===== config.mk =====
export PLATFORM = sky130hd
export DESIGN_NAME = subsat_phrase_flat
export DESIGN_NICKNAME = d
export VERILOG_FILES = /design/src/rtl/subsat_phrase_pkg.sv /design/src/rtl/subsat_phrase_if.sv /design/src/rtl/subsat_phrase_sub16sat.sv /design/src/rtl/subsat_phrase.sv /design/src/flat_wrapper.sv
export SDC_FILE = /design/constraint.sdc
export NUM_CORES = 1
export LEC_CHECK = 0
export ABC_AREA = 1
export CAP_MARGIN = 0
export CELL_PAD_IN_SITES_DETAIL_PLACEMENT = 0
export CELL_PAD_IN_SITES_GLOBAL_PLACEMENT = 1
export CORE_UTILIZATION = 35
export CTS_BUF_LIST = sky130_fd_sc_hd__clkbuf_4
export CTS_CLUSTER_DIAMETER = 200
export DETAILED_ROUTE_END_ITERATION = 7
export MAX_ROUTING_LAYER = met4
export PLACE_DENSITY = 0.8
export SYNTH_ARGS = -nofsm -noshare
export SYNTH_HDL_FRONTEND = slang
export SYNTH_SLANG_ARGS = --single-unit

===== constraint.sdc =====
create_clock -name sys_clk -period 5.7 [get_ports sys_clk]
set_clock_uncertainty 0.2 [all_clocks]
set_input_delay 0.855 -clock sys_clk [delete_from_list [all_inputs] [get_ports sys_clk]]
set_output_delay 0.855 -clock sys_clk [all_outputs]
set_load 0.03 [all_outputs]

===== src/rtl/subsat_phrase_pkg.sv =====
// ----------------------------------------------------------------------------
// subsat_phrase_pkg
// Shared constants for the phrase saturating-subtract unit: lane geometry,
// lane counter width, FSM state encodings and a lane-slice helper.
// Optional feature macro used by the other files: SUBSAT_STATUS_EN.
// ----------------------------------------------------------------------------
package subsat_phrase_pkg;

    localparam int LANES   = 4;
    localparam int LANEW   = 16;
    localparam int PHRASEW = LANES * LANEW;
    localparam int CNTW    = $clog2(LANES);

    localparam logic [CNTW-1:0] LAST_LANE = CNTW'(LANES - 1);

    // FSM state encodings
    localparam logic [1:0] ST_IDLE = 2'd0;
    localparam logic [1:0] ST_RUN  = 2'd1;
    localparam logic [1:0] ST_DONE = 2'd2;

    // Lane k occupies bits [16k+15:16k] of a phrase; bit 0 is the LSB.
    function automatic logic [LANEW-1:0] lane_of(input logic [PHRASEW-1:0] phrase,
                                                 input logic [CNTW-1:0]    idx);
        return phrase[int'(idx) * LANEW +: LANEW];
    endfunction

endpackage


===== src/rtl/subsat_phrase_if.sv =====
// ----------------------------------------------------------------------------
// subsat_phrase_if
// Operand/result handshake bundle for subsat_phrase.
//   in_valid/in_ready   : operand phrase handshake
//   a, b                : unsigned minuend phrase, signed subtrahend phrase
//   sat/eightbit/hicinh : mode bits, sampled at accept
//   out_valid/out_ready : result handshake
//   r                   : result phrase
//   sat_flags           : per-lane clamp flags (only with SUBSAT_STATUS_EN)
// Modports: master = producer/consumer side, slave = the unit.
// ----------------------------------------------------------------------------
interface subsat_phrase_if;
    import subsat_phrase_pkg::*;

    logic               in_valid;
    logic               in_ready;
    logic [PHRASEW-1:0] a;
    logic [PHRASEW-1:0] b;
    logic               sat;
    logic               eightbit;
    logic               hicinh;
    logic               out_valid;
    logic               out_ready;
    logic [PHRASEW-1:0] r;
`ifdef SUBSAT_STATUS_EN
    logic [LANES-1:0]   sat_flags;

    modport master (output in_valid, a, b, sat, eightbit, hicinh, out_ready,
                    input  in_ready, out_valid, r, sat_flags);
    modport slave  (input  in_valid, a, b, sat, eightbit, hicinh, out_ready,
                    output in_ready, out_valid, r, sat_flags);
`else
    modport master (output in_valid, a, b, sat, eightbit, hicinh, out_ready,
                    input  in_ready, out_valid, r);
    modport slave  (input  in_valid, a, b, sat, eightbit, hicinh, out_ready,
                    output in_ready, out_valid, r);
`endif

endinterface


===== src/rtl/subsat_phrase_sub16sat.sv =====
// ----------------------------------------------------------------------------
// sub16sat
// Combinational 16-bit lane subtractor r = a - b (as a + ~b + 1) with a
// segmented carry chain and optional saturation.
//   a        in  unsigned minuend lane
//   b        in  signed subtrahend lane
//   sat      in  enable clamping
//   eightbit in  low byte is an independent 8-bit value; high byte wraps
//   hicinh   in  no borrow from bit 11 into bit 12
//   r        out lane result
//   clamp    out lane result was clamped
// ----------------------------------------------------------------------------
module sub16sat
    import subsat_phrase_pkg::*;
(
    input  logic [LANEW-1:0] a,
    input  logic [LANEW-1:0] b,
    input  logic             sat,
    input  logic             eightbit,
    input  logic             hicinh,
    output logic [LANEW-1:0] r,
    output logic             clamp
);

    // The chain is split at bit 8 and bit 12 so each break point can force
    // its carry-in to 1 (i.e. no borrow crosses the boundary).
    logic [8:0]       lo_sum;
    logic [4:0]       mid_sum;
    logic [4:0]       hi_sum;
    logic             cin8;
    logic             cin12;
    logic             btop;
    logic             ctop;
    logic [LANEW-1:0] diff;

    assign lo_sum  = {1'b0, a[7:0]}   + {1'b0, ~b[7:0]}   + 9'd1;
    assign cin8    = eightbit | lo_sum[8];
    assign mid_sum = {1'b0, a[11:8]}  + {1'b0, ~b[11:8]}  + {4'd0, cin8};
    assign cin12   = hicinh | mid_sum[4];
    assign hi_sum  = {1'b0, a[15:12]} + {1'b0, ~b[15:12]} + {4'd0, cin12};
    assign diff    = {hi_sum[3:0], mid_sum[3:0], lo_sum[7:0]};

    // Positive b with no carry out is an underflow; negative b with a carry
    // out is an overflow. Either way the clamp value is the carry itself.
    assign btop  = eightbit ? b[7]      : b[15];
    assign ctop  = eightbit ? lo_sum[8] : hi_sum[4];
    assign clamp = sat & ~(btop ^ ctop);

    // NOTE: r gets a full default before any conditional override, so no
    // path through this block leaves it unassigned and no latch is inferred.
    always_comb begin
        r = diff;
        if (clamp) begin
            if (eightbit) r[7:0] = {8{ctop}};
            else          r      = {LANEW{ctop}};
        end
    end

endmodule


===== src/rtl/subsat_phrase.sv =====
// ----------------------------------------------------------------------------
// subsat_phrase
// Sequential saturating-subtract unit: accepts a 64-bit phrase, runs its four
// 16-bit lanes one per clock through a single shared sub16sat, then holds the
// result until the consumer takes it.
//   sys_clk  in  system clock
//   reset    in  synchronous active-high reset
//   bus      slave side of subsat_phrase_if (handshakes, operands, modes,
//            result, optional sat_flags)
// Optional feature: define SUBSAT_STATUS_EN to add per-lane clamp flags.
// ----------------------------------------------------------------------------
module subsat_phrase (
    input  logic            sys_clk,
    input  logic            reset,
    subsat_phrase_if.slave  bus
);
    import subsat_phrase_pkg::*;

    logic [1:0]         state_q, state_d;
    logic [CNTW-1:0]    cnt_q, cnt_d;
    logic [PHRASEW-1:0] r_q, r_d;
    logic [PHRASEW-1:0] a_q, b_q;
    logic               sat_q, eightbit_q, hicinh_q;
    logic               accept;
    logic [LANEW-1:0]   lane_r;
    logic               lane_clamp;

    assign bus.in_ready  = (state_q == ST_IDLE) & ~reset;
    assign bus.out_valid = (state_q == ST_DONE);
    assign bus.r         = r_q;
    assign accept        = bus.in_ready & bus.in_valid;

    sub16sat u_lane (
        .a        (lane_of(a_q, cnt_q)),
        .b        (lane_of(b_q, cnt_q)),
        .sat      (sat_q),
        .eightbit (eightbit_q),
        .hicinh   (hicinh_q),
        .r        (lane_r),
        .clamp    (lane_clamp)
    );

    always_comb begin
        state_d = state_q;
        cnt_d   = cnt_q;
        r_d     = r_q;
        case (state_q)
            ST_IDLE: begin
                if (accept) begin
                    cnt_d   = '0;
                    state_d = ST_RUN;
                end
            end
            ST_RUN: begin
                r_d[int'(cnt_q) * LANEW +: LANEW] = lane_r;
                if (cnt_q == LAST_LANE) state_d = ST_DONE;
                else                    cnt_d   = cnt_q + 1'b1;
            end
            ST_DONE: begin
                if (bus.out_ready) state_d = ST_IDLE;
            end
            default: state_d = ST_IDLE;
        endcase
    end

    // NOTE: sequential state uses non-blocking assignments so every register
    // samples the pre-edge values regardless of statement order.
    always_ff @(posedge sys_clk) begin
        if (reset) begin
            state_q <= ST_IDLE;
            cnt_q   <= '0;
            r_q     <= '0;
        end else begin
            state_q <= state_d;
            cnt_q   <= cnt_d;
            r_q     <= r_d;
        end
    end

    // NOTE: the operand/mode holding registers carry no reset; they are
    // always loaded at accept before anything reads them.
    always_ff @(posedge sys_clk) begin
        if (accept) begin
            a_q        <= bus.a;
            b_q        <= bus.b;
            sat_q      <= bus.sat;
            eightbit_q <= bus.eightbit;
            hicinh_q   <= bus.hicinh;
        end
    end

`ifdef SUBSAT_STATUS_EN
    logic [LANES-1:0] flags_q, flags_d;

    always_comb begin
        flags_d = flags_q;
        if (accept)                  flags_d        = '0;
        else if (state_q == ST_RUN)  flags_d[cnt_q] = lane_clamp;
    end

    always_ff @(posedge sys_clk) begin
        if (reset) flags_q <= '0;
        else       flags_q <= flags_d;
    end

    assign bus.sat_flags = flags_q;
`else
    logic lane_clamp_unused;
    assign lane_clamp_unused = lane_clamp;
`endif

endmodule

===== src/flat_wrapper.sv =====
// flat-port wrapper written by rule: the top's interface ports become plain ports
module subsat_phrase_flat import subsat_phrase_pkg::*;
  (sys_clk, reset, bus_in_valid, bus_a, bus_b, bus_sat, bus_eightbit, bus_hicinh, bus_out_ready, bus_in_ready, bus_out_valid, bus_r);
  subsat_phrase_if bus_i ();
  input  logic sys_clk;
  input  logic reset;
  input wire logic [$bits(bus_i.in_valid)-1:0] bus_in_valid;
  input wire logic [$bits(bus_i.a)-1:0] bus_a;
  input wire logic [$bits(bus_i.b)-1:0] bus_b;
  input wire logic [$bits(bus_i.sat)-1:0] bus_sat;
  input wire logic [$bits(bus_i.eightbit)-1:0] bus_eightbit;
  input wire logic [$bits(bus_i.hicinh)-1:0] bus_hicinh;
  input wire logic [$bits(bus_i.out_ready)-1:0] bus_out_ready;
  output wire logic [$bits(bus_i.in_ready)-1:0] bus_in_ready;
  output wire logic [$bits(bus_i.out_valid)-1:0] bus_out_valid;
  output wire logic [$bits(bus_i.r)-1:0] bus_r;
  assign bus_i.in_valid = bus_in_valid;
  assign bus_i.a = bus_a;
  assign bus_i.b = bus_b;
  assign bus_i.sat = bus_sat;
  assign bus_i.eightbit = bus_eightbit;
  assign bus_i.hicinh = bus_hicinh;
  assign bus_i.out_ready = bus_out_ready;
  assign bus_in_ready = bus_i.in_ready;
  assign bus_out_valid = bus_i.out_valid;
  assign bus_r = bus_i.r;
  subsat_phrase u_core (.sys_clk(sys_clk), .reset(reset), .bus(bus_i));
endmodule

== After elaboration in Yosys (flattened, before gate mapping) ==
Cells that the tools add are included.
Widths: inputs -> output; s select.

* Register bits: 199
* Output and inout bits: 66

* $add $sub $neg: 8
* Equality and inequality tests: 7
* Shifts and indexed selects: 4
* Multiplexer cells: 12
* Bitwise logic cells: 11
* Reduce and logical (&&, ||, !) cells: 4

{| class="wikitable"
|+ Operator list
! kind !! number
|-
| $shiftx 64x7->16 || 2
|-
| $bwmux 64 || 1
|-
| $shift 16x33->64 const A || 1
|-
| $shiftx 16x33->64 || 1
|-
| $neg 6->33 || 1
|-
| $mux 16 || 1
|-
| $add 4x4->5 || 2
|-
| $add 5x1->5 || 2
|-
| $mux 2 || 5
|-
| $add 8x8->9 || 1
|-
| $add 9x1->9 const B || 1
|-
| $mux 8 || 1
|-
| $not 4->4 || 2
|-
| $not 8->8 || 1
|-
| $pmux 2 s3 || 1
|-
| $reduce_and 3->1 || 2
|-
| $eq 2x2->1 const B || 2
|-
| $ne 2x1->1 const B || 2
|-
| $ne 2x2->1 const B || 2
|-
| $pmux 2 s2 || 1
|-
| $and 1x1->1 || 3
|-
| $add 2x1->2 const B || 1
|-
| $eq 2x1->1 const B || 1
|-
| $logic_not 2->1 || 1
|-
| other kinds (5) || 8
|}

== Longest topological paths before layout ==
Gate-level depths: netlist of run 1.

* Word-level depth: 15
* Gate-level depth with buffers: 32
* Depth with buffers taken out: 28

== Hierarchy ==
A second synthesis of run 1 with hierarchy kept.

* Cells, all modules: 871
* Area, all modules: 8913.5 µm²

{| class="wikitable"
|+ Modules (own cells, without submodules)
! module !! times used !! cells an instance !! area an instance (µm²)
|-
| subsat_phrase || 1 || 694 || 7840.0
|-
| sub16sat || 1 || 177 || 1073.5
|}

== Worst setup path before layout of run 1 ==
Ideal clock, no wire load.

* Kind: register to register
* From: register u_core.cnt_q[0]
* To: register u_core.r_q[18] (netlist: u_core.bus.r[18])
* Setup time: 0.128 ns
* Arrival: 5.060 ns
* Data required time: 5.372 ns
* Path slack: 0.313 ns
* Stages on the path, launching flop included: 32
* Clock period less this slack: 5.387 ns
* Cell sequence: dfxtp_1 buf_6 clkbuf_1 buf_1 nor2_1 o22ai_1 ha_1 inv_1 fa_1 nand2_1 nand2_1 nand3_1 nand3_1 fa_1 fa_1 a21oi_1 o21ai_0 fa_1 fa_1 nand2_1 a21oi_1 nor2_1 nand2_2 nand2_1 nand2_1 nand3_4 buf_6 nand2_1 nand4_1 nor2_1 nor2_1 nor2_1

* Cells in the longest elaborated chain, start to end: 15

{| class="wikitable"
|+ RTL lines
! what !! line !! source
|-
| start: declaration || subsat_phrase.sv:20 || <nowiki>logic [CNTW-1:0] cnt_q, cnt_d;</nowiki>
|-
| start signal: assignment || subsat_phrase.sv:75 || <nowiki>cnt_q <= cnt_d;</nowiki>
|-
| $shiftx 64x7->16 || subsat_phrase_pkg.sv:24 || <nowiki>return phrase[int'(idx) * LANEW +: LANEW];</nowiki>
|-
| $not 8->8 || subsat_phrase_sub16sat.sv:36 || <nowiki>assign lo_sum = {1'b0, a[7:0]} + {1'b0, ~b[7:0]} + 9'd1;</nowiki>
|-
| $add 8x8->9 || subsat_phrase_sub16sat.sv:36 ||
|-
| $add 9x1->9 || subsat_phrase_sub16sat.sv:36 ||
|-
| $or 1x1->1 || subsat_phrase_sub16sat.sv:37 || <nowiki>assign cin8 = eightbit | lo_sum[8];</nowiki>
|-
| $add 5x1->5 || subsat_phrase_sub16sat.sv:38 || <nowiki>assign mid_sum = {1'b0, a[11:8]} + {1'b0, ~b[11:8]} + {4'd0, cin8};</nowiki>
|-
| $or 1x1->1 || subsat_phrase_sub16sat.sv:39 || <nowiki>assign cin12 = hicinh | mid_sum[4];</nowiki>
|-
| $add 5x1->5 || subsat_phrase_sub16sat.sv:40 || <nowiki>assign hi_sum = {1'b0, a[15:12]} + {1'b0, ~b[15:12]} + {4'd0, cin12};</nowiki>
|-
| $mux 1 || subsat_phrase_sub16sat.sv:46 || <nowiki>assign ctop = eightbit ? lo_sum[8] : hi_sum[4];</nowiki>
|-
| $xor 1x1->1 || subsat_phrase_sub16sat.sv:47 || <nowiki>assign clamp = sat & ~(btop ^ ctop);</nowiki>
|-
| $not 1->1 || subsat_phrase_sub16sat.sv:47 ||
|-
| $and 1x1->1 || subsat_phrase_sub16sat.sv:47 ||
|-
| $mux 16 || subsat_phrase_sub16sat.sv:53 || <nowiki>if (clamp) begin</nowiki>
|-
| $shiftx 16x33->64 || subsat_phrase.sv:55 || <nowiki>r_d[int'(cnt_q) * LANEW +: LANEW] = lane_r;</nowiki>
|-
| $bwmux 64 (*) || subsat_phrase.sv:55 ||
|-
| end signal: assignment || subsat_phrase.sv:76 || <nowiki>r_q <= r_d;</nowiki>
|-
| end: declaration || subsat_phrase.sv:21 || <nowiki>logic [PHRASEW-1:0] r_q, r_d;</nowiki>
|}

Mark *: on every way between the ends. The rest lies on a longest branch, timed or not.
A chain may end at the register's enable or synchronous reset.

== Worst setup path after layout of run 1 ==
* From: register u_core.cnt_q[1]
* To: register u_core.r_q[47] (netlist: u_core.bus.r[47])

The elaborated chain is that of the path after synthesis.

==> flow_metrics.py, run 1 <==
metrics = {
    "global_route": {
        "grt_pass1_vias": 6287,
        "grt-ovfl-total": 0,
        "number_of_antenna_violations_at_the_first_check_in_global_routing": 1,
        "grt.total_usage_pct": 17.9,
        "grt_max_degree": 84,
        "global_route_wire_length_before_repair_um": 34200,
    },
    "clock_network": {
        "cts_tree": "built",
        "path_clk_slew_ps": 180,
        "cts.sinks": 199,
        "cts_made_buffers": 17,
        "root_buffer": "sky130_fd_sc_hd__clkbuf_4",
        "cts.htree.levels": 4,
        "worst_skew_pair.late_latency_ps": 590,
        "cts_buffer_depth": 2,
    },
    "floorplanning": {
        "die_width_um": 159,
        "num_io_pins": 201,
        "dieHeight_um": 159,
        "coreArea_um2": 23800,
        "initial_core_util_pct": 36.2,
        "placementRows": 56,
        "floorplan.die_area_um2": 25200,
    },
    "yosys": {
        "ys.warnings.count": 0,
        "synthCells": 848,
        "top_post_synthesis_cells_by_count": "sky130_fd_sc_hd__nand2_1 (181), sky130_fd_sc_hd__edfxtp_1 (131), sky130_fd_sc_hd__nor2_1 (98)",
        "synth_enable_flop_cells": 131,
        "seq_total_area_yosys_pct": 61.6,
        "ys_top_cells_by_area": "sky130_fd_sc_hd__edfxtp_1 (46%), sky130_fd_sc_hd__dfxtp_1 (16%), sky130_fd_sc_hd__nand2_1 (7.9%), sky130_fd_sc_hd__nor2_1 (4.3%), sky130_fd_sc_hd__a21oi_1 (4.2%)",
        "ys_types": 32,
        "asr_flop_ratio_synth_pct": 0,
        "synth_top_cell_by_area": "sky130_fd_sc_hd__edfxtp_1",
        "post-synth-top-area-fraction_pct": 45.8,
        "synth_flop_cell": "sky130_fd_sc_hd__edfxtp_1",
        "mappedNetlistArea_um2": 8600,
        "syn_avg_cell_area_um2": 10.1,
        "mappedNetlistNets": 1007,
        "synth.ff_latch_count": 199,
        "yosysMostFrequentCell": "sky130_fd_sc_hd__nand2_1",
    },
    "route": {
        "drt_wl_total_um": 21700,
        "detail_routed_net_length_per_standard_cell_um": 15.8,
        "first_iter_violations": 417,
        "route.detailed.vias_per_inst": 4.80,
        "drc_errors": 0,
        "detail_route.first_pass.iterations": 5,
        "ant_nets": 0,
        "num_vias": 6614,
    },
    "critical_path": {
        "crit_path_max_incr_delay_ps": 410,
        "critPathMaxFanout": 22,
        "critical_path.endpoint_type": "flop",
        "crit_required_ps": 6020,
        "cpMaxStageDelayCell": "sky130_fd_sc_hd__fa_1",
        "timing.critical_path.arrival_ps": 5610,
        "critical_path.startpoint_type": "flop",
        "timing.critical_path.mode_cell": "sky130_fd_sc_hd__nand2_2",
        "setup.worst_path.class": "reg -> reg",
    },
    "status": {
        "outcome": "finished clean",
    },
    "pwr": {
        "irDropWorstVdd_v": 0.000147,
        "power.density_cell_area_nw_per_um2": 288,
        "p_leak_nw": 4.18,
    },
    "timing": {
        "number_of_max_slew_violations_in_the_final_report": 0,
        "fin_setup_tns_ps": 0,
        "timing.final.ws_setup_ps": 408,
        "relSlewSlack_pct": 11.3,
        "worst-slew-pin-transition_ps": 1330,
        "timing.fmax_mhz": 189,
        "final_period_demand_of_the_worst_path_ps": 5290,
        "timing.final.setup_violations": 0,
        "fin_crit_sh_pct": 92.8,
        "hold_viol_final": 0,
    },
    "layout": {
        "fin_nets": 1205,
        "fillerInstances": 2174,
        "flow.area_growth_from_synthesis_pct": 32.5,
        "multi_input_comb_area_um2": 2930,
        "drive_above_1_share_pct": 9.73,
        "register_area_um2": 5300,
        "postLayoutCoreUtil_pct": 47.9,
    },
    "placement": {
        "place_ws_ps": 182,
        "dp_hpwl_um": 15800,
        "numPortBuffers": 200,
        "place.gp.congestion": 0.837,
    },
    "job": {
        "max-cap-violations": 0,
    },
    "min_path": {
        "worstHoldPathType": "reg -> reg",
    },
}
kinds of logic (layout without fill, tap and decap cells):
family,Yosys count,count (layout),share of synthesized area [%]
compound gates,152,152,10.3
xor+xnor,5,5,0.509
fa+ha+maj,24,24,3.93
buf+inv,94,304,4.61
flops,199,199,61.6
other cells,0,1,0
simple gates,374,375,19.1
path summary, 6_finish.rpt:
kind	startpoint	to	slack, ps	cells past startpoint
max	u_core.cnt_q[1]	u_core.bus.r[47]	410	29
min	u_core.bus.r[15]	u_core.bus.r[15]	280	2
max reg2reg	u_core.cnt_q[1]	u_core.bus.r[47]	410	29
min reg2reg	u_core.bus.r[15]	u_core.bus.r[15]	280	2
stage by stage:
| stage | area (um2) | power (mW) | std cells | hold WS [ps] |
|---|---|---|---|---|
| after global routing | 11400 | 3.46 | 1379 | 295 |
| after floorplan | 8600 | 2.20 | 848 | 385 |
| after global placement | 11000 | 2.49 | 1340 | 254 |
| final | 11400 | 3.28 | 1379 | 277 |
| after detailed placement | 11000 | 2.50 | 1340 | 258 |
| after CTS | 11300 | 3.29 | 1372 | 281 |
where the power goes:
part	leakage (nW)	switching, mW	internal, mW	total [mW]
Combinational	2.24	0.522	0.348	0.871
Clock	0.168	0.572	0.216	0.788
Sequential	1.77	0.0226	1.60	1.62
layout make-up:
| class | count | area share (%) |
|---|---|---|
| antenna | 1 | 0.0220 |
| clock buffer | 17 | 1.12 |
| clock inverter | 15 | 1.69 |
| inverter | 47 | 1.59 |
| multi-input combinational | 556 | 25.8 |
| sequential | 199 | 46.5 |
| tap | 319 | 3.50 |
| timing repair buffer | 225 | 19.8 |
critical path, delay by kind of cell, from the launching register on:
| kind | cells | cell delay [ps] |
|---|---|---|
| AOI/OAI and AO/OA | 6 | 770 |
| adders and majority gates | 6 | 2110 |
| buffers and inverters | 4 | 440 |
| DFF | 1 | 390 |
| and+or+nand+nor | 13 | 1330 |
sequential cells by signal (all words and copies together) (netlist names):
signal             count
u_core.bus.r          64
u_core.state_q         2
u_core.a_q            64
u_core.hicinh_q        1
u_core.sat_q           1
u_core.eightbit_q      1
u_core.b_q            64
u_core.cnt_q           2
cell usage in the layout, fill, tap and decap left out, types with 2 or more instances in the layout:
master / instances
sky130_fd_sc_hd__clkdlybuf4s50_1: 199
sky130_fd_sc_hd__xor2_1: 4
sky130_fd_sc_hd__buf_4: 19
sky130_fd_sc_hd__dfxtp_1: 66
sky130_fd_sc_hd__inv_8: 2
sky130_fd_sc_hd__a32o_1: 14
sky130_fd_sc_hd__inv_4: 2
sky130_fd_sc_hd__nand3_1: 36
sky130_fd_sc_hd__nand2_2: 23
sky130_fd_sc_hd__nand4_1: 25
sky130_fd_sc_hd__nand3_4: 2
sky130_fd_sc_hd__inv_12: 2
sky130_fd_sc_hd__inv_1: 45
sky130_fd_sc_hd__edfxtp_1: 131
sky130_fd_sc_hd__clkinv_8: 6
sky130_fd_sc_hd__fa_2: 2
sky130_fd_sc_hd__nor2_1: 98
sky130_fd_sc_hd__clkbuf_4: 17
sky130_fd_sc_hd__ha_1: 19
sky130_fd_sc_hd__nand2_1: 178
sky130_fd_sc_hd__a21oi_1: 70
sky130_fd_sc_hd__o21bai_1: 2
sky130_fd_sc_hd__inv_6: 3
sky130_fd_sc_hd__nor3_1: 2
sky130_fd_sc_hd__buf_12: 5
sky130_fd_sc_hd__o22ai_1: 16
sky130_fd_sc_hd__fa_1: 3
sky130_fd_sc_hd__nand3_2: 3
sky130_fd_sc_hd__o21ai_0: 40
sky130_fd_sc_hd__a21oi_2: 9
sky130_fd_sc_hd__nand3b_1: 5
routing by layer:
layer | share of wire [%] | routed length, um | track usage [%] | up-vias
li1 | - | - | - | 3319
met1 | 49 | 10700 | 25.4 | 3012
met2 | 43 | 9410 | 25.9 | 267
met3 | 6.8 | 1480 | 3.74 | 16
met4 | 0.95 | 206 | 4.37 | 0
met5 | 0 | 0 | - | -
timing repair:
action                     CTS  global route
hold buffers                 0             0
gates resized for setup      0             9
setup endpoints to repair    0            64
setup buffers                0             5
Power figures use the tool's default switching activity.
==> run 2, diff against run 1 <==
--- a/config.mk
+++ b/config.mk
@@ -14,7 +14,7 @@
 export CTS_CLUSTER_DIAMETER = 200
 export DETAILED_ROUTE_END_ITERATION = 7
 export MAX_ROUTING_LAYER = met4
-export PLACE_DENSITY = 0.8
+export PLACE_DENSITY = 0.77
 export SYNTH_ARGS = -nofsm -noshare
 export SYNTH_HDL_FRONTEND = slang
 export SYNTH_SLANG_ARGS = --single-unit
==> run 2 against run 1 <==
Final cell count decreased by 0.22%. Combinational power about the same. Sequential share of layout area hardly changed. Total power is 0.53% higher. Flip-flop and latch count stayed put. Sequential power about the same. Critical endpoint is now u_core.bus.r[61].
==> flow_metrics.py, run 2 (synthesis gave the netlist of run 1 again) <==
metrics = {
    "clock_network": {
        "cts_made_buffers": 17,
        "root_buffer": "sky130_fd_sc_hd__clkbuf_4",
        "worst_skew_pair.late_latency_ps": 600,
        "cts_buffer_depth": 2,
        "cts_tree": "built",
        "cts.htree.levels": 4,
        "cts.sinks": 199,
        "hold_buffers": 0,
        "path_clk_slew_ps": 170,
    },
    "pwr": {
        "sequentialPowerShare_pct": 49.3,
        "switchingPower_mw": 1.10,
        "sw_frac_of_total_pct": 33.5,
        "p_int_mw": 2.20,
        "irDropWorstVdd_v": 0.000145,
        "p_leak_nw": 4.17,
        "part_of_the_power_in_combinational_logic_pct": 26.3,
        "share_clk_of_total_power_pct": 24.4,
        "power.density_cell_area_nw_per_um2": 290,
    },
    "placement": {
        "dp_hpwl_um": 16200,
        "place.gp.congestion": 0.845,
        "numPortBuffers": 200,
    },
    "critical_path": {
        "critical_path.endpoint_type": "flop",
        "crit_path_max_incr_delay_ps": 450,
        "critical_path.startpoint_type": "flop",
        "timing.critical_path.arrival_ps": 5600,
        "timing.critical_path.mode_cell": "sky130_fd_sc_hd__nand2_2",
        "critPathMaxFanout": 24,
        "cpMaxStageDelayCell": "sky130_fd_sc_hd__dfxtp_4",
        "crit_required_ps": 6030,
        "path_buf_inv": 3,
        "setup.worst_path.class": "reg -> reg",
        "worst_path_dominant_cell_family": "adder cells",
    },
    "floorplanning": {
        "coreArea_um2": 23800,
        "floorplan.die_area_um2": 25200,
        "num_io_pins": 201,
        "dieHeight_um": 159,
        "initial_core_util_pct": 36.2,
        "placementRows": 56,
        "die_width_um": 159,
    },
    "min_path": {
        "worstHoldPathType": "reg -> reg",
    },
    "global_route": {
        "grt-ovfl-total": 0,
        "grt_max_degree": 74,
        "global_route_wire_length_before_repair_um": 35100,
        "grt.total_usage_pct": 18.3,
        "grt_pass1_vias": 6413,
        "number_of_antenna_violations_at_the_first_check_in_global_routing": 1,
    },
    "layout": {
        "fillerInstances": 2182,
        "flow.area_growth_from_synthesis_pct": 32.6,
        "drive_above_1_share_pct": 9.75,
        "layout.cells.most_common_list": "sky130_fd_sc_hd__clkdlybuf4s50_1 (199), sky130_fd_sc_hd__nand2_1 (178), sky130_fd_sc_hd__edfxtp_1 (131), sky130_fd_sc_hd__nor2_1 (98), sky130_fd_sc_hd__a21oi_1 (69)",
        "fin_nets": 1202,
        "postLayoutCoreUtil_pct": 48.0,
        "final_common_cell": "sky130_fd_sc_hd__clkdlybuf4s50_1",
    },
    "timing": {
        "hold_viol_final": 0,
        "rsz0062_at_grt": "no",
        "fin_setup_tns_ps": 0,
        "final_period_demand_of_the_worst_path_ps": 5280,
        "number_of_max_slew_violations_in_the_final_report": 0,
        "fin_crit_sh_pct": 92.6,
        "timing.fmax_mhz": 190,
        "timing.final.setup_violations": 0,
        "worst-slew-pin-transition_ps": 1210,
        "relSlewSlack_pct": 19.2,
    },
    "route": {
        "drc_errors": 0,
        "route.detailed.vias_per_inst": 4.89,
        "first_iter_violations": 457,
        "detail_route.first_pass.iterations": 5,
        "ant_nets": 0,
        "num_vias": 6729,
        "drt_wl_total_um": 22500,
        "detail_routed_net_length_per_standard_cell_um": 16.4,
    },
    "job": {
        "max-cap-violations": 0,
    },
    "status": {
        "outcome": "finished clean",
    },
}
-- run 2: cell types whose count changed in the layout (fill, tap and decap cells not counted), sizes merged --
cell,previous run,this run
buf,26,22
clkbuf,17,18
inv,54,52
clkinv,8,9
bufinv,0,1
-- run 2: final timing paths --
check	start	to	depth (start not counted)	slack [ps]
setup reg to reg	u_core.cnt_q[0]	u_core.bus.r[61]	28	420
hold reg to reg	u_core.bus.r[30]	u_core.bus.r[30]	2	270
setup / recovery	u_core.cnt_q[0]	u_core.bus.r[61]	28	420
hold / removal	u_core.bus.r[30]	u_core.bus.r[30]	2	270
-- run 2: repair_timing --
item	in CTS	in global routing
setup endpoints to repair	0	64
gates resized for setup	0	14
buffers inserted	0	4
-- run 2: power groups by stage --
stage	Sequential (mW)	Combinational, mW	Clock, mW
2_1_floorplan	1.67	0.530	0
3_3_place_gp	1.66	0.834	0
3_5_place_dp	1.66	0.838	0
4_1_cts	1.62	0.842	0.836
5_1_grt	1.63	0.961	0.884
6_report	1.63	0.868	0.806
-- run 2: area by class of cell --
type                            count  area (um2)  share of cell area, %
Clock buffer                       17         128                   1.12
Timing Repair Buffer              222        2230                   19.6
Inverter                           47         184                   1.61
Multi-Input combinational cell    556        2950                   25.9
Tap cell                          319         399                   3.50
Clock inverter                     15         201                   1.77
Antenna cell                        1        2.50                 0.0220
Sequential cell                   199        5300                   46.5
-- run 2: worst register-to-register path: cells and delay by family (launching register included) --
kind            cells  cell delay [ps]
compound gates      6              740
fa+ha+maj           6             2070
buf+inv             3              390
flops               1              450
simple gates       13             1390
-- run 2: metrics by stage --
stage                     cell area, um2  worst slack [ps]  total power [mW]  instances  hold WS [ps]
after global routing               11400              6.47              3.48       1376           292
final                              11400               423              3.30       1376           275
after floorplan                     8600               313              2.20        848           385
after CTS                          11300               112              3.30       1369           281
after global placement             11000               300              2.49       1337           256
after detailed placement           11000               162              2.49       1337           260
-- run 2: routing by layer --
layer | wire length [um] | share of wire (%) | track usage, % | vias up
met3 | 1560 | 6.9 | 3.84 | 12
met2 | 9880 | 44 | 26.3 | 295
met4 | 158 | 0.70 | 3.57 | 0
met1 | 10900 | 48 | 26.4 | 3109
met5 | 0 | 0 | - | -
li1 | - | - | - | 3313
==> run 3, diff against run 2 <==
--- a/config.mk
+++ b/config.mk
@@ -9,12 +9,12 @@
 export CAP_MARGIN = 0
 export CELL_PAD_IN_SITES_DETAIL_PLACEMENT = 0
 export CELL_PAD_IN_SITES_GLOBAL_PLACEMENT = 1
-export CORE_UTILIZATION = 35
+export CORE_UTILIZATION = 36
 export CTS_BUF_LIST = sky130_fd_sc_hd__clkbuf_4
 export CTS_CLUSTER_DIAMETER = 200
 export DETAILED_ROUTE_END_ITERATION = 7
 export MAX_ROUTING_LAYER = met4
-export PLACE_DENSITY = 0.77
+export PLACE_DENSITY = 0.79
 export SYNTH_ARGS = -nofsm -noshare
 export SYNTH_HDL_FRONTEND = slang
 export SYNTH_SLANG_ARGS = --single-unit
==> constraint.sdc (replaced) <==
create_clock -name sys_clk -period 4.65 [get_ports sys_clk]
set_clock_uncertainty 0.2 [all_clocks]
set_input_delay 0.6975 -clock sys_clk [delete_from_list [all_inputs] [get_ports sys_clk]]
set_output_delay 0.6975 -clock sys_clk [all_outputs]
set_load 0.03 [all_outputs]
==> run 3 against run 2 <==
Highest routed layer unchanged. Count of clock-buffer cells in the layout unchanged. Largest power group unchanged. The run now ends with negative setup slack left. Critical path type unchanged. Combinational power up 38%. Global-route usage about the same. Flip-flop and latch count unchanged. Utilization up 2.1 points.
==> flow_metrics.py, run 3 (synthesis gave the netlist of run 1 again) <==
metrics = {
    "layout": {
        "fillerInstances": 2189,
        "layout.cells.most_common_list": "sky130_fd_sc_hd__clkdlybuf4s50_1 (199), sky130_fd_sc_hd__nand2_1 (175), sky130_fd_sc_hd__edfxtp_1 (131), sky130_fd_sc_hd__nor2_1 (97), sky130_fd_sc_hd__a21oi_1 (69)",
        "drive_above_1_share_pct": 13.7,
        "final_cell_count_no_fill": 1412,
        "flow.area_growth_from_synthesis_pct": 36.7,
        "fin_nets": 1238,
        "final_common_cell": "sky130_fd_sc_hd__clkdlybuf4s50_1",
        "postLayoutCoreUtil_pct": 50.1,
        "postLayoutCellArea_um2": 11800,
    },
    "pwr": {
        "p_total_mw": 4.10,
        "part_of_the_power_in_combinational_logic_pct": 29.2,
        "sequentialPowerShare_pct": 48.4,
        "p_int_mw": 2.74,
        "sw_frac_of_total_pct": 33.2,
        "switchingPower_mw": 1.36,
        "share_clk_of_total_power_pct": 22.5,
        "p_leak_nw": 4.36,
        "irDropWorstVdd_v": 0.000172,
        "power.density_cell_area_nw_per_um2": 349,
    },
    "timing": {
        "number_of_max_slew_violations_in_the_final_report": 0,
        "relSlewSlack_pct": 14.7,
        "timing.final.setup_violations": 64,
        "final_period_demand_of_the_worst_path_ps": 4960,
        "fin_crit_sh_pct": 107,
        "fin_setup_tns_ps": -14080,
        "rsz0062_at_grt": "yes",
        "holdWs_ps": 276,
        "timing.fmax_mhz": 202,
        "hold_viol_final": 0,
        "timing.final.ws_setup_ps": -308,
        "worst-slew-pin-transition_ps": 1280,
    },
    "min_path": {
        "hold_path_depth": 2,
        "worstHoldPathType": "reg -> reg",
    },
    "route": {
        "drc_errors": 0,
        "first_iter_violations": 383,
        "ant_nets": 0,
        "drt_wl_total_um": 21600,
        "num_vias": 6744,
        "met1Wirelength_um": 10400,
        "top_signal_layer_used": "met4",
        "wl_met3_um": 1390,
        "detail_route.first_pass.iterations": 7,
        "wl_met2_um": 9670,
        "detail_routed_net_length_per_standard_cell_um": 15.3,
        "route.detailed.vias_per_inst": 4.78,
    },
    "critical_path": {
        "critical_path.endpoint_type": "flop",
        "setup.worst_path.class": "reg -> reg",
        "critical_path.startpoint_type": "flop",
        "critPathMaxFanout": 36,
        "timing.critical_path.arrival_ps": 5280,
        "r2r.worst_path.cells": 27,
        "crit_required_ps": 4970,
    },
    "floorplanning": {
        "die_width_um": 157,
        "placementRows": 56,
        "coreArea_um2": 23500,
        "dieHeight_um": 157,
        "num_io_pins": 201,
        "floorplan.die_area_um2": 24500,
        "initial_core_util_pct": 36.6,
    },
    "placement": {
        "place.gp.congestion": 0.795,
        "numPortBuffers": 200,
        "place_ws_ps": -388,
        "postPlaceCellArea_um2": 11300,
        "dp_hpwl_um": 16100,
        "placedCellCount": 1371,
    },
    "status": {
        "outcome": "complete, but fails checks",
        "failed_checks": "negative setup slack",
    },
    "clock_network": {
        "cts_made_buffers": 17,
        "path_clk_slew_ps": 170,
        "worst_skew_pair.late_latency_ps": 600,
        "cts_buffer_depth": 2,
        "cts_tree": "built",
        "root_buffer": "sky130_fd_sc_hd__clkbuf_4",
        "hold_buffers": 0,
        "cts.htree.levels": 4,
        "cts.sinks": 199,
    },
    "global_route": {
        "grt_max_degree": 68,
        "grt.total_usage_pct": 18.3,
        "grt-ovfl-total": 0,
        "grt_pass1_vias": 6161,
        "global_route_wire_length_before_repair_um": 32900,
        "number_of_antenna_violations_at_the_first_check_in_global_routing": 1,
    },
    "job": {
        "max-cap-violations": 0,
    },
}
==> run 3: repair_timing <==
action | in CTS | in global routing
pin swaps | 10 | 4
setup endpoints to repair | 64 | 64
setup buffers | 5 | 3
resized for setup | 20 | 4
==> run 3: critical path, cell delays in order, from the launching register on <==
cell                      delay, ps
sky130_fd_sc_hd__dfxtp_4        430
sky130_fd_sc_hd__buf_12         210
sky130_fd_sc_hd__nand2_1         80
sky130_fd_sc_hd__a32o_1         280
sky130_fd_sc_hd__ha_1           300
sky130_fd_sc_hd__buf_4          160
sky130_fd_sc_hd__nand2_1         50
sky130_fd_sc_hd__nor2_1          60
sky130_fd_sc_hd__nand3_4         70
sky130_fd_sc_hd__nand3_2         90
sky130_fd_sc_hd__fa_2           370
sky130_fd_sc_hd__fa_2           360
sky130_fd_sc_hd__a21oi_2        170
sky130_fd_sc_hd__o21ai_2         80
sky130_fd_sc_hd__fa_2           380
sky130_fd_sc_hd__fa_2           350
sky130_fd_sc_hd__nand2_1         60
sky130_fd_sc_hd__a21oi_1         60
sky130_fd_sc_hd__nor2_1         120
sky130_fd_sc_hd__nand2_2        120
sky130_fd_sc_hd__nand2_2        130
sky130_fd_sc_hd__nand2_2         80
sky130_fd_sc_hd__nand3_4         90
sky130_fd_sc_hd__buf_6          150
sky130_fd_sc_hd__nand2_4         50
sky130_fd_sc_hd__nand2_4         90
sky130_fd_sc_hd__nand4_1        120
sky130_fd_sc_hd__a21oi_2        200
==> run 3: area by class of cell <==
type	instances	area (um2)	share of cell area [%]
clock buffer	17	128	1.09
clock inverter	15	173	1.47
antenna	1	2.50	0.0213
multi-input combinational	555	2990	25.5
inverter	47	185	1.58
sequential	199	5300	45.1
timing repair buffer	259	2570	21.9
tap	319	399	3.40
==> run 3: per-layer routing <==
layer,global-route usage (%),vias to the layer above
met1,25.4,3082
met4,4.90,0
met3,2.88,16
met5,-,-
li1,-,3390
met2,27.9,256
==> run 3: final timing paths <==
| path | from | slack (ps) | endpoint |
|---|---|---|---|
| setup / recovery | u_core.cnt_q[0] | -310 | u_core.bus.r[58] |
| hold / removal | u_core.bus.r[10] | 280 | u_core.bus.r[10] |
| setup reg to reg | u_core.cnt_q[0] | -310 | u_core.bus.r[58] |
| hold reg to reg | u_core.bus.r[10] | 280 | u_core.bus.r[10] |
==> run 3: power by group through the flow <==
stage / combinational [mW] / clock (mW) / sequential (mW)
3_3_place_gp: 1.12 / 0 / 2.02
4_1_cts: 1.18 / 0.958 / 1.99
2_1_floorplan: 0.675 / 0 / 2.04
6_report: 1.20 / 0.922 / 1.99
5_1_grt: 1.32 / 1.03 / 1.99
3_5_place_dp: 1.13 / 0 / 2.03
